<file path="src/rtl/apb_rr_scheduler.sv">
// ---------------------------------------------------------------------------
// apb_rr_scheduler
//   Round-robin arbiter in front of a single APB master port. Each requester
//   holds arb_req with its direction/address/write data until it receives a
//   one-cycle arb_ack carrying the read data and error status. The winner is
//   the lowest requesting index at or after rr_ptr (wrapping); rr_ptr moves
//   past the served requester on completion.
//
//   Optional feature (macro APB_RR_TIMEOUT_EN): an ACCESS-phase watchdog ends
//   a transfer with arb_err=1 after TIMEOUT_CYCLES cycles without PREADY.
//   Without the macro, ACCESS waits for PREADY indefinitely.
//
// Ports
//   PCLK, PRESET        clock, asynchronous active-low reset
//   arb_req   [NREQ]    per-requester request, held until arb_ack
//   arb_write [NREQ]    per-requester direction (1 = write)
//   arb_addr  [32*NREQ] per-requester address, requester i at [32i+31:32i]
//   arb_wdata [32*NREQ] per-requester write data, packed as arb_addr
//   arb_ack   [NREQ]    one-hot completion pulse
//   arb_rdata [32]      read data (0 for writes), valid with arb_ack
//   arb_err             PSLVERR or timeout, valid with arb_ack
//   PSEL, PENABLE, PWRITE, PADDR, PWDATA   APB master outputs (registered)
//   PRDATA, PREADY, PSLVERR                APB completer response
// ---------------------------------------------------------------------------
module apb_rr_scheduler #(
  parameter int NREQ           = 4,
  parameter int TIMEOUT_CYCLES = 16
) (
  input  logic               PCLK,
  input  logic               PRESET,
  input  logic [NREQ-1:0]    arb_req,
  input  logic [NREQ-1:0]    arb_write,
  input  logic [32*NREQ-1:0] arb_addr,
  input  logic [32*NREQ-1:0] arb_wdata,
  output logic [NREQ-1:0]    arb_ack,
  output logic [31:0]        arb_rdata,
  output logic               arb_err,
  output logic               PSEL,
  output logic               PENABLE,
  output logic               PWRITE,
  output logic [31:0]        PADDR,
  output logic [31:0]        PWDATA,
  input  logic [31:0]        PRDATA,
  input  logic               PREADY,
  input  logic               PSLVERR
);

  localparam int IDX_W = (NREQ > 1) ? $clog2(NREQ) : 1;

  localparam logic [1:0] ST_IDLE   = 2'd0;
  localparam logic [1:0] ST_SETUP  = 2'd1;
  localparam logic [1:0] ST_ACCESS = 2'd2;

  if (NREQ < 1 || TIMEOUT_CYCLES < 1) begin : g_bad_param
    $error("apb_rr_scheduler: NREQ and TIMEOUT_CYCLES must be at least 1");
  end

  logic [1:0]       state;
  logic [IDX_W-1:0] rr_ptr;
  logic [IDX_W-1:0] cur_idx;

  // Unpacked views of the packed per-requester payload buses.
  logic [31:0] addr_arr  [NREQ];
  logic [31:0] wdata_arr [NREQ];

  for (genvar g = 0; g < NREQ; g++) begin : g_unpack
    assign addr_arr[g]  = arb_addr[32*g +: 32];
    assign wdata_arr[g] = arb_wdata[32*g +: 32];
  end

  function automatic logic [IDX_W-1:0] wrap_idx(input int v);
    wrap_idx = IDX_W'(v % NREQ);
  endfunction

  // The requester being acked this cycle is excluded so a still-high request
  // cannot win a second transfer from its own completion cycle.
  logic [NREQ-1:0]  eligible;
  logic             grant_valid;
  logic [IDX_W-1:0] grant_idx;
  logic [NREQ-1:0]  ack_onehot;

  assign eligible = arb_req & ~arb_ack;

  // NOTE: every variable written in an always_comb block gets a default first,
  // otherwise a path that skips the assignment infers a latch.
  always_comb begin
    grant_valid = 1'b0;
    grant_idx   = '0;
    // Scan from the farthest offset down so the nearest one at or after
    // rr_ptr is the last (winning) assignment.
    for (int k = NREQ - 1; k >= 0; k--) begin
      if (eligible[wrap_idx(int'(rr_ptr) + k)]) begin
        grant_valid = 1'b1;
        grant_idx   = wrap_idx(int'(rr_ptr) + k);
      end
    end
  end

  always_comb begin
    ack_onehot          = '0;
    ack_onehot[cur_idx] = 1'b1;
  end

  logic timeout_hit;

`ifdef APB_RR_TIMEOUT_EN
  localparam int CNT_W = $clog2(TIMEOUT_CYCLES + 1);

  logic [CNT_W-1:0] wait_cnt;

  // Fires in the TIMEOUT_CYCLES-th consecutive ACCESS cycle without PREADY.
  assign timeout_hit = (state == ST_ACCESS) && !PREADY &&
                       (wait_cnt == CNT_W'(TIMEOUT_CYCLES - 1));

  always_ff @(posedge PCLK or negedge PRESET) begin
    if (!PRESET) begin
      wait_cnt <= '0;
    end else if (state == ST_IDLE && grant_valid) begin
      wait_cnt <= '0;
    end else if (state == ST_ACCESS && !PREADY) begin
      wait_cnt <= wait_cnt + 1'b1;
    end
  end
`else
  assign timeout_hit = 1'b0;
`endif

  // NOTE: sequential state uses non-blocking assignments so every register
  // samples pre-edge values regardless of statement order.
  always_ff @(posedge PCLK or negedge PRESET) begin
    // NOTE: only control and output registers are reset; the payload is fully
    // reloaded on every grant, so there is no storage left holding stale data.
    if (!PRESET) begin
      state     <= ST_IDLE;
      rr_ptr    <= '0;
      cur_idx   <= '0;
      arb_ack   <= '0;
      arb_rdata <= '0;
      arb_err   <= 1'b0;
      PSEL      <= 1'b0;
      PENABLE   <= 1'b0;
      PWRITE    <= 1'b0;
      PADDR     <= '0;
      PWDATA    <= '0;
    end else begin
      // Completion outputs are single-cycle pulses.
      arb_ack   <= '0;
      arb_rdata <= '0;
      arb_err   <= 1'b0;

      case (state)
        ST_IDLE: begin
          if (grant_valid) begin
            state   <= ST_SETUP;
            cur_idx <= grant_idx;
            PSEL    <= 1'b1;
            PENABLE <= 1'b0;
            PWRITE  <= arb_write[grant_idx];
            PADDR   <= addr_arr[grant_idx];
            PWDATA  <= arb_write[grant_idx] ? wdata_arr[grant_idx] : 32'd0;
          end
        end

        ST_SETUP: begin
          state   <= ST_ACCESS;
          PENABLE <= 1'b1;
        end

        ST_ACCESS: begin
          if (PREADY || timeout_hit) begin
            state     <= ST_IDLE;
            PSEL      <= 1'b0;
            PENABLE   <= 1'b0;
            arb_ack   <= ack_onehot;
            // A timeout never samples PRDATA: the bus may hold anything.
            arb_rdata <= (PREADY && !PWRITE) ? PRDATA : 32'd0;
            arb_err   <= PREADY ? PSLVERR : 1'b1;
            rr_ptr    <= wrap_idx(int'(cur_idx) + 1);
          end
        end

        default: begin
          state   <= ST_IDLE;
          PSEL    <= 1'b0;
          PENABLE <= 1'b0;
        end
      endcase
    end
  end

endmodule

</file>
<file path="config.mk">
export PLATFORM = sky130hd
export DESIGN_NAME = apb_rr_scheduler
export DESIGN_NICKNAME = d
export VERILOG_FILES = /design/src/rtl/apb_rr_scheduler.sv
export SDC_FILE = /design/constraint.sdc
export NUM_CORES = 1
export LEC_CHECK = 0
export CAP_MARGIN = 5
export CORE_AREA = 3 3 154 156
export CTS_CLUSTER_SIZE = 12
export DETAILED_ROUTE_END_ITERATION = 10
export DIE_AREA = 0 0 157 159
export HOLD_SLACK_MARGIN = 0.02
export PLACE_DENSITY = 0.73
export SLEW_MARGIN = 20
export SYNTH_ARGS = -nofsm -noshare
export SYNTH_HDL_FRONTEND = slang
export SYNTH_SLANG_ARGS = --single-unit
</file>
<file path="constraint.sdc">
create_clock -name PCLK -period 3.3 [get_ports PCLK]
set_clock_uncertainty 0.1 [all_clocks]
set_input_delay 0.99 -clock PCLK [delete_from_list [all_inputs] [get_ports PCLK]]
set_output_delay 0.99 -clock PCLK [all_outputs]
set_load 0.01 [all_outputs]
</file>
Word level (Yosys, flattened, before mapping). Index checks and enable logic that the tools add are counted.

Flip-flop bits (word level): 110. Output and inout port bits: 104.

Add/sub/neg operators: 4. $lt $le $gt $ge: 8. Equal/unequal tests: 4. Muxes and demuxes: 42. Bitwise operators: 4. Reduce and logical (&&, ||, !) cells: 8.

Operator list (number): $mux 32 (8); $bmux 32 s2 (2); $lt 2x3->1 const B (6); $mux 1 (15); $mux 2 (6); $bmux 1 s2 (5); $mux 4 (2); $pmux 1 s3 (2); $pmux 2 s3 (1); $reduce_and 2->1 (3); $add 2x1->2 const B (2); $add 2x2->2 const B (2); $and 4x4->4 (1); $ne 2x2->1 const B (2); $not 4->4 (1); $ge 3x3->1 const B (1); $not 2->3 (1); $reduce_and 3->1 (1); $demux 1 s2 (1); $eq 2x1->1 const B (1); $eq 2x2->1 const B (1); $ge 2x1->1 const B (1); $logic_and 1x1->1 (2); $logic_not 2->1 (1); 2 further kinds (2).

Logic depth before layout (Yosys ltp). Gate-level depths: netlist (run 1).

Word-level depth: 13. Gate-level depth with buffers: 8.

Worst setup path before layout (run 1). No wires, ideal clock.

Kind: input to register. Start point: input arb_req[3]. End point: register PWDATA[0]. Setup time: 0.133 ns. Arrival time: 2.539 ns. Data required time: 3.067 ns. Slack: 0.528 ns. Cell stages on the path: 8. Buffers on the path: 2. Cell sequence: and2b_1 > nor3b_4 > and4b_1 > buf_2 > mux2_4 > nand3_4 > buf_6 > o221ai_2.

Word-level cells in the longest chain between the ends: 12.

RTL lines: start, declared (RTL line 31) `input logic [NREQ-1:0] arb_req,`; $and 4x4->4 * (RTL line 82) `assign eligible = arb_req & ~arb_ack;`; $bmux 1 s2 (RTL line 92) `if (eligible[wrap_idx(int'(rr_ptr) + k)]) begin`; $mux 1 (not written as such) (RTL line 92); $mux 2 (4 in a row) (RTL line 92); $not 2->3 (not written as such) (RTL line 160) `PWDATA <= arb_write[grant_idx] ? wdata_arr[grant_idx] : 32'd0;`; $bmux 32 s2 (RTL line 160); $mux 32 (not written as such) (2 in a row) (RTL line 160); $mux 32 (RTL line 160); end signal, assigned (RTL line 160); end, declared (RTL line 42) `output logic [31:0] PWDATA,`.

Every way passes the cells marked *; elsewhere a longest branch is shown, timed or not. The select of a mux whose other input is x is not followed. A chain may end at the register's enable or synchronous reset.

Worst setup path after layout (run 1).
Start point: input arb_req[3]. End point: register PADDR[9].

Word-level cells in the longest chain between the ends: 11.

RTL lines: $and 4x4->4 * (RTL line 82); $bmux 1 s2 (RTL line 92); $mux 1 (not written as such) (RTL line 92); $mux 2 (4 in a row) (RTL line 92); $not 2->3 (not written as such) (RTL line 159) `PADDR <= addr_arr[grant_idx];`; $bmux 32 s2 (RTL line 159); $mux 32 (not written as such) (2 in a row) (RTL line 159); end signal, assigned (RTL line 159); end, declared (RTL line 41) `output logic [31:0] PADDR,`.

Marked as above.

==> results of run 1 <==
-- final timing paths --
check,to,slack (ns),cells past startpoint
min in group asynchronous,PWDATA[3],0.50,1
worst min register to register,PSEL,0.39,2
worst min-delay path,PSEL,0.39,2
max in group asynchronous,cur_idx[0],1.94,2
worst max-delay path,PADDR[9],0.28,7
worst max register to register,PADDR[9],0.77,6
-- registers in the layout (all words and copies together), names as in the netlist --
register and flops:
PADDR 32, PENABLE 1, PSEL 1, PWDATA 32, PWRITE 1, arb_ack 4, arb_err 1, arb_rdata 32
cur_idx 2, rr_ptr 2, state 1
-- synth_stat cells, types with 8 or more instances --
cell type / n
nand4_1: 25
mux2_2: 8
and3_1: 33
clkbuf_1: 37
o22a_1: 28
buf_2: 17
o21ai_0: 61
a31oi_1: 32
mux2i_1: 65
o221ai_2: 29
a21oi_1: 52
dfrtp_1: 109
nand2_1: 37
and2_1: 38
-- critical path, cell delays in order --
cell	delay, ns
clkdlybuf4s50_1	0.47
and2b_1	0.21
nor3b_4	0.08
nor2_2	0.88
nand4_1	0.20
a21oi_1	0.21
o22a_1	0.15
-- where the power goes --
part	switching (W)	internal, W
combinational	0.00219	0.00234
sequential	0.000296	0.00178
clock	0.000626	0.000566
total	0.00312	0.00468
-- kinds of logic after synthesis --
kind of cell,synth area share [%]
flip-flops,43.3
buffers and inverters,4.63
AND/OR/NAND/NOR,14.4
adder cells (fa/ha/maj),0.795
AO/OA/AOI/OAI,24.9
multiplexers,12.0
-- stage by stage --
step	total power, W	instances	setup TNS (ns)
after floorplan	0.00439	624	0
after global placement	0.00658	1298	-0.0536
after detailed placement	0.00665	1298	-0.262
after CTS	0.00789	1314	0
after global routing	0.00829	1314	0
final	0.00780	1314	0
-- area by class of cell --
| class | count | area (um2) |
|---|---|---|
| Inverter | 4 | 15.0 |
| Clock buffer | 9 | 225 |
| Tap cell | 285 | 357 |
| Sequential cell | 109 | 2730 |
| Timing Repair Buffer | 450 | 4530 |
| Clock inverter | 7 | 101 |
| Fill cell | 2059 | 11200 |
| Multi-Input combinational cell | 450 | 3310 |
-- per-layer routing --
layer | share of wire (%) | global-route usage [%] | vias up
met4 | 1.8 | 5.25 | 0
met3 | 8.2 | 4.87 | 27
met2 | 52 | 36.2 | 311
met1 | 38 | 24.4 | 3241
li1 | - | - | 3157
met5 | 0 | 0 | -
==> flow_metrics.py, run 1 <==
metrics = {
    "floorplan": {
        "die_w_um": 157,
        "placementRows": 55,
        "dieArea_mm2": 0.0250,
        "floorplan.initialDensity_pct": 28.0,
        "fp.dieH_um": 159,
        "core_mm2": 0.0225,
        "pin_count": 404,
    },
    "setup_path": {
        "crit_path_start_kind": "primary input",
        "cp.required_ns": 3.49,
        "cp-startpoint": "arb_req[3]",
        "end_kind": "flop",
        "cp.arrival_ns": 3.21,
        "crit_fanout": 25,
        "path_class": "in -> reg",
        "r2r_start": "rr_ptr[0]",
    },
    "synth": {
        "yosysUniqueCellTypes": 41,
        "synth_top_cell_by_area": "dfrtp_1",
        "ys_seq_elements": 109,
        "seq_area_frac_synth_pct": 43.3,
        "synth_edf_count": 0,
        "synth_ff_type": "dfrtp_1",
        "async_flop_share_pct": 100,
        "synth_top_area_share_pct": 43.3,
        "syn_inst": 624,
        "yosys-top-cells-area": "dfrtp_1 (43%), mux2i_1 (10%), o221ai_2 (6.9%)",
        "synth_area_per_cell_um2": 10.1,
        "synthesis.nets": 928,
        "syn-cell-area_mm2": 0.00629,
        "yosys_warnings": 0,
    },
    "clock_tree": {
        "h-tree-depth": 3,
        "clock-root-buffer": "clkbuf_16",
        "cts-buffers-inserted": 9,
        "cts_resized": 0,
        "cts_setup_buffers": 0,
        "cts_tree": "yes",
        "cts_hold_buf": 0,
        "cts_buffer_depth": 2,
        "clock_latency_ns": 0.35,
        "clk_pin_slew_ns": 0.08,
        "clock_sinks": 109,
    },
    "global_routing": {
        "grt_overflow": 0,
        "antenna_found_initial": 0,
        "grt_pass1_vias": 6963,
        "grt_first_pass_wirelength_mm": 40.0,
        "grt_util_all_layers_pct": 20.3,
        "grt_max_degree": 41,
    },
    "layout": {
        "syn_to_final_growth_pct": 79.0,
        "antenna_cells": 0,
        "final_common_cell": "clkdlybuf4s50_1",
        "fin_area_mm2": 0.0113,
        "drive_above_1_share_pct": 10.7,
        "post-route-util_pct": 50.1,
        "final_cell_mix": "clkdlybuf4s50_1 (402), dfrtp_1 (109), mux2i_1 (65), o21ai_0 (61), a21oi_1 (52)",
        "fin_nets": 1328,
    },
    "place": {
        "dpl_worst_slack_ns": -0.0568,
        "routabilityCongestion": 0.901,
        "dp_hpwl_mm": 20.4,
        "detailed_place.area_mm2": 0.0109,
        "portBuffers": 403,
    },
    "timing": {
        "fin_hold_ws_ns": 0.392,
        "max_freq_mhz": 331,
        "finalMaxSlewViolations": 0,
        "fin_crit_ns": 3.02,
        "period_share_pct": 91.6,
        "max_slew_margin_pct": 23.1,
        "hold_viol_final": 0,
        "setup_ws_ns": 0.279,
        "rsz0062_at_grt": "false",
        "worst_slew_pin_slew_ns": 1.15,
        "finalSetupViolations": 0,
    },
    "detailed_routing": {
        "first_iter_violations": 388,
        "drcViolationCount": 0,
        "wl_mm": 26.6,
        "vias_per_cell": 5.13,
        "first_pass_iters": 7,
        "antenna_left": 0,
        "wl_per_cell_um": 20.2,
        "vias": 6736,
    },
    "status": {
        "status": "finished clean",
    },
    "run": {
        "drv_cap": 0,
    },
    "hold_path": {
        "hp-class": "reg -> reg",
        "min-delay-start": "PSEL",
    },
    "pwr": {
        "p_leak_nw": 4.68,
        "ir_drop_v": 0.000410,
        "power_density_mw_per_mm2": 692,
    },
}
(Power assumes the default switching activity.)
==> run 2: changes to the inputs <==
SLEW_MARGIN = unset   (was 20)
==> results of run 2 <==
No change in the layout: final DEF, timing and power equal those of run 1.
==> run 3: changes to the inputs <==
CELL_PAD_IN_SITES_DETAIL_PLACEMENT = 2   (was unset)
CELL_PAD_IN_SITES_GLOBAL_PLACEMENT = 2   (was unset)
CORE_AREA = unset   (was 3 3 154 156)
CORE_MARGIN = 3   (was unset)
CORE_UTILIZATION = 22   (was unset)
DIE_AREA = unset   (was 0 0 157 159)
PLACE_DENSITY = 0.95   (was 0.73)
==> run 3 against run 2 <==
  * Combinational power grew 4%
  * Register-to-register slack lost 0.02 ns
  * Via count grew 3.4%
  * Sequential power is essentially flat
  * Die area grew 23%
  * Utilization shrank 9.4 points
  * First-iteration DRC count shrank 17%
  * Critical endpoint is now PWDATA[8]
  * Largest power group unchanged
  * Highest routed layer is now met5
==> flow_metrics.py, run 3 (same netlist as run 1, synthesis figures left out) <==
metrics = {
    "status": {
        "status": "finished clean",
    },
    "layout": {
        "fin_nets": 1325,
        "final_common_cell": "clkdlybuf4s50_1",
        "multiInputGateArea_mm2": 0.00331,
        "fillers": 2992,
        "syn_to_final_growth_pct": 80.9,
        "final_cell_mix": "clkdlybuf4s50_1 (402), dfrtp_1 (109), mux2i_1 (65), o21ai_0 (61), a21oi_1 (52)",
        "seq_area_mm2": 0.00273,
        "drive_above_1_share_pct": 10.5,
        "fin_area_mm2": 0.0114,
        "finalNonFillerCells": 1405,
        "reg_top3": "PADDR: 32 flops, PWDATA: 32 flops, arb_rdata: 32 flops",
    },
    "floorplan": {
        "fp.dieH_um": 175,
        "pin_count": 404,
        "core_mm2": 0.0280,
        "dieArea_mm2": 0.0307,
        "die_w_um": 175,
        "floorplan.initialDensity_pct": 22.5,
        "placementRows": 61,
    },
    "detailed_routing": {
        "first_iter_violations": 323,
        "wl_mm": 33.8,
        "vias_per_cell": 4.96,
        "drcViolationCount": 0,
        "antenna_left": 0,
        "wl_per_cell_um": 24.1,
        "vias": 6962,
        "first_pass_iters": 4,
    },
    "global_routing": {
        "grt_first_pass_wirelength_mm": 50.9,
        "antenna_found_initial": 2,
        "grt_util_all_layers_pct": 21.4,
        "grt_pass1_vias": 8203,
        "grt_max_degree": 68,
        "grt_overflow": 0,
    },
    "place": {
        "dpl_worst_slack_ns": -0.315,
        "dp_cells": 1388,
        "routabilityCongestion": 0.777,
        "portBuffers": 403,
        "detailed_place.area_mm2": 0.0110,
        "dp_hpwl_mm": 26.4,
    },
    "timing": {
        "worst_slew_pin_slew_ns": 1.16,
        "setup_ws_ns": 0.174,
        "fin_crit_ns": 3.13,
        "max_freq_mhz": 320,
        "finalMaxSlewViolations": 0,
        "max_slew_margin_pct": 22.4,
        "setup_tns_ns": 0,
        "rsz0062_at_grt": "false",
        "hold_viol_final": 0,
        "finalSetupViolations": 0,
        "period_share_pct": 94.7,
    },
    "clock_tree": {
        "clock-root-buffer": "clkbuf_16",
        "cts_buffer_depth": 2,
        "cts_tree": "yes",
        "cts-buffers-inserted": 9,
        "cts_setup_buffers": 0,
        "clock_sinks": 109,
        "h-tree-depth": 3,
        "cts_hold_buf": 0,
        "clock_latency_ns": 0.36,
        "clk_pin_slew_ns": 0.09,
    },
    "pwr": {
        "switching_share_pct": 41.8,
        "p_leak_nw": 4.67,
        "pwr-share-seq_pct": 26.0,
        "p_int_w": 0.00468,
        "power_density_mw_per_mm2": 706,
        "p_sw_w": 0.00336,
        "power.total_w": 0.00804,
        "pwr-share-clk_pct": 15.2,
        "power_frac_comb_pct": 58.9,
        "ir_drop_v": 0.000380,
    },
    "setup_path": {
        "cp.arrival_ns": 3.24,
        "end_kind": "flop",
        "cpMostUsedCell": "buf_12",
        "slowest_stage": "clkdlybuf4s50_1",
        "slowest_delay_ns": 0.48,
        "cp.required_ns": 3.42,
        "path_class": "in -> reg",
        "crit_fanout": 30,
        "cp_num_buf_inv": 3,
        "crit_family": "simple AND/OR/NAND/NOR gates",
        "crit_path_start_kind": "primary input",
        "worstPathCellList": "clkdlybuf4s50_1 -> nand2b_1 -> or3_1 -> and4b_4 -> buf_12 -> buf_12 -> and3_1 -> a31oi_1 -> o221ai_2",
    },
    "run": {
        "drv_cap": 0,
    },
    "hold_path": {
        "hp-class": "reg -> reg",
    },
}
==> run 3: worst register-to-register path, delay by kind of cell (launching register included) <==
kind	cells	cell delay, ns
simple gates	4	0.98
compound gates	1	0.25
buf+inv	2	0.64
flops	1	0.50
==> run 3: per-layer routing <==
metal | wire [um] | up-vias | GRT usage [%]
met5 | 13 | - | 0
li1 | - | 3151 | -
met3 | 1680 | 54 | 4.37
met4 | 1050 | 2 | 6.95
met1 | 13000 | 3503 | 24.0
met2 | 18000 | 252 | 40.3
==> run 3: path summary, 6_finish.rpt <==
kind | from | to | slack (ns) | cells past startpoint
max reg2reg | rr_ptr[0] | PADDR[16] | 0.75 | 7
min in group asynchronous | PRESET | PADDR[23] | 0.57 | 1
min reg2reg | PWDATA[6] | PWDATA[6] | 0.40 | 2
max in group asynchronous | PRESET | PWDATA[9] | 1.77 | 2
min | PWDATA[6] | PWDATA[6] | 0.40 | 2
max | arb_req[0] | PWDATA[8] | 0.17 | 9
==> run 3: timing repair <==
action	4_1_cts	5_1_grt
hold endpoints to repair	0	0
setup endpoints to repair	0	4
resized for setup	0	1
==> run 3: area by class of cell <==
type	instances	area share [%]
diodes	1	0.0220
clock buffers	9	1.98
clock inverters	7	0.912
inverters	4	0.132
multi-input cells	450	29.1
flip-flops and latches	109	24.0
well taps	378	4.15
repair buffers	447	39.8
==> run 3: through the flow <==
step | hold slack, ns | utilization, %
final | 0.399 | 40.6
after global routing | 0.435 | 40.6
after CTS | 0.401 | 40.6
after detailed placement | 0.381 | 39.4
after global placement | 0.368 | 39.4
after floorplan | 0.373 | -
==> run 3: power by group through the flow <==
| stage | clock network [W] | logic [W] | registers (W) |
|---|---|---|---|
| floorplan | 0 | 0.00218 | 0.00222 |
| global placement | 0 | 0.00454 | 0.00207 |
| detailed placement | 0 | 0.00479 | 0.00211 |
| CTS | 0.00126 | 0.00481 | 0.00209 |
| global route | 0.00131 | 0.00513 | 0.00215 |
| finish | 0.00122 | 0.00473 | 0.00209 |
==> RTL edit, RTL diff (flow settings as in run 3) <==
The option `APB_RR_TIMEOUT_EN` is turned on by a define.
--- a/src/rtl/apb_rr_scheduler.sv
+++ b/src/rtl/apb_rr_scheduler.sv
@@ -24,2 +24,4 @@
 // ---------------------------------------------------------------------------
+`define APB_RR_TIMEOUT_EN
+
 module apb_rr_scheduler #(
Formal check against the unedited RTL: no difference found for any inputs over 4 cycles, from zero or initial values and one cycle with PRESET low; that may be too few to reach the edited logic, so the function may still have changed.
==> RTL edit against run 3 <==
  * Area after synthesis is 7.6% higher
  * Highest routed layer unchanged
  * Critical path depth is 1 lower
  * Final area is 7.0% higher
  * Sequential power is 5% higher
  * Routed wire length is 15% higher
  * Largest cell class unchanged
  * Power is 12% higher
  * Die area is 7.3% higher
  * Sequential cell count is 5 higher
  * Setup slack better by 0.086 ns
  * Final cell count is 13% higher
  * Maximum frequency is 2.8% higher
  * Via count is 18% higher
  * First-iteration DRC count is 19% higher
==> RTL edit: results (changes against run 3) <==
Pwr
  • LEAKAGE: 5.00 nW (+7.0%)
  • P_int: 0.00523 W (+12%)
  • Comb pwr share: 54.6% (-4.3 points)
  • Worst vdd ir: 0.362 mV (-4.7%)
  • Pwr Total: 0.00903 W (+12%)

Hold path
  • Hold Path End: PSEL

Critical path
  • R2R setup slack: 0.85 ns (+0.10 ns)
  • Slowest Stage Delay on Critical Path: 0.55 ns (+0.07 ns)
  • CP startpoint: arb_req[2]
  • Crit path max fanout: 32 (+6.7%)
  • Critical path's top delay family: buffers and inverters
  • Worst EP arrival: 3.22 ns (-0.02 ns)
  • Reg2reg end: PWDATA[9]

Timing
  • Slew headroom: 45.3% (+23 points)
  • Fmax: 0.329 GHz (+2.8%)

Synth
  • Area contributors post-synth: dfrtp_1, nand4_1, a211oi_1, mux2i_1, nand2_1
  • Post-Syn Nets: 1099 (+18%)
  • Post-synth top cells: dfrtp_1, nand4_1, nand2_1, a211oi_1, clkbuf_1
  • Sequential share of the synthesized area: 42.1% (-1.2 points)

Placed design
  • RePlAce Congestion: 0.858 (+10%)
  • Dpl cell area: 11600 um^2 (+4.8%)
  • Placed insts: 1545 (+11%)
  • Dpl ws: -0.207 ns (+0.108 ns)

Route
  • Met2 WL post-DR: 20200 um (+12%)
  • Drt via density: 5.18 (+4.5%)
  • Detailed Route Iter0 Violations: 383 (+19%)

Final layout
  • Share of layout cells above drive strength 1: 7.83% (-2.7 points)

Global routing
  • Initial antenna violation count: 6 (+4)
  • First-pass GRT wire length: 58400 um (+15%)
  • Vias in the first global route: 9374 (+14%)

Clock tree
  • CTS HTree Levels: 4 (+1)
  • TritonCTS buffer count: 17 (+8)

Status
  • Status: completed
## RTL edit: logic make-up after synthesis
| family | Yosys count | share of synthesized area, % |
|---|---|---|
| compound gates | 215 | 21.2 |
| simple gates | 298 | 23.0 |
| buf+inv | 124 | 7.30 |
| mux | 33 | 4.88 |
| flops | 114 | 42.1 |
| xor+xnor | 3 | 0.388 |
| fa+ha+maj | 6 | 1.11 |
## RTL edit: worst min-delay path: stages, from the launching register on
cell and delay (ns):
dfrtp_1 0.35, nand2_1 0.05, nand2_1 0.06
## RTL edit: cell type report
cell class	count	area, um^2
fill	3231	17800
antenna	6	15.0
tap	390	488
inverter	38	143
clock inverter	15	161
clock buffer	17	425
multi-input combinational	555	3510
timing repair buffer	448	4590
sequential	114	2850
## RTL edit: stage by stage
stage	hold WS (ns)	TNS, ns
floorplan	0.392	0
global placement	0.369	-0.117
detailed placement	0.382	-1.75
CTS	0.399	0
global route	0.437	0
finish	0.399	0
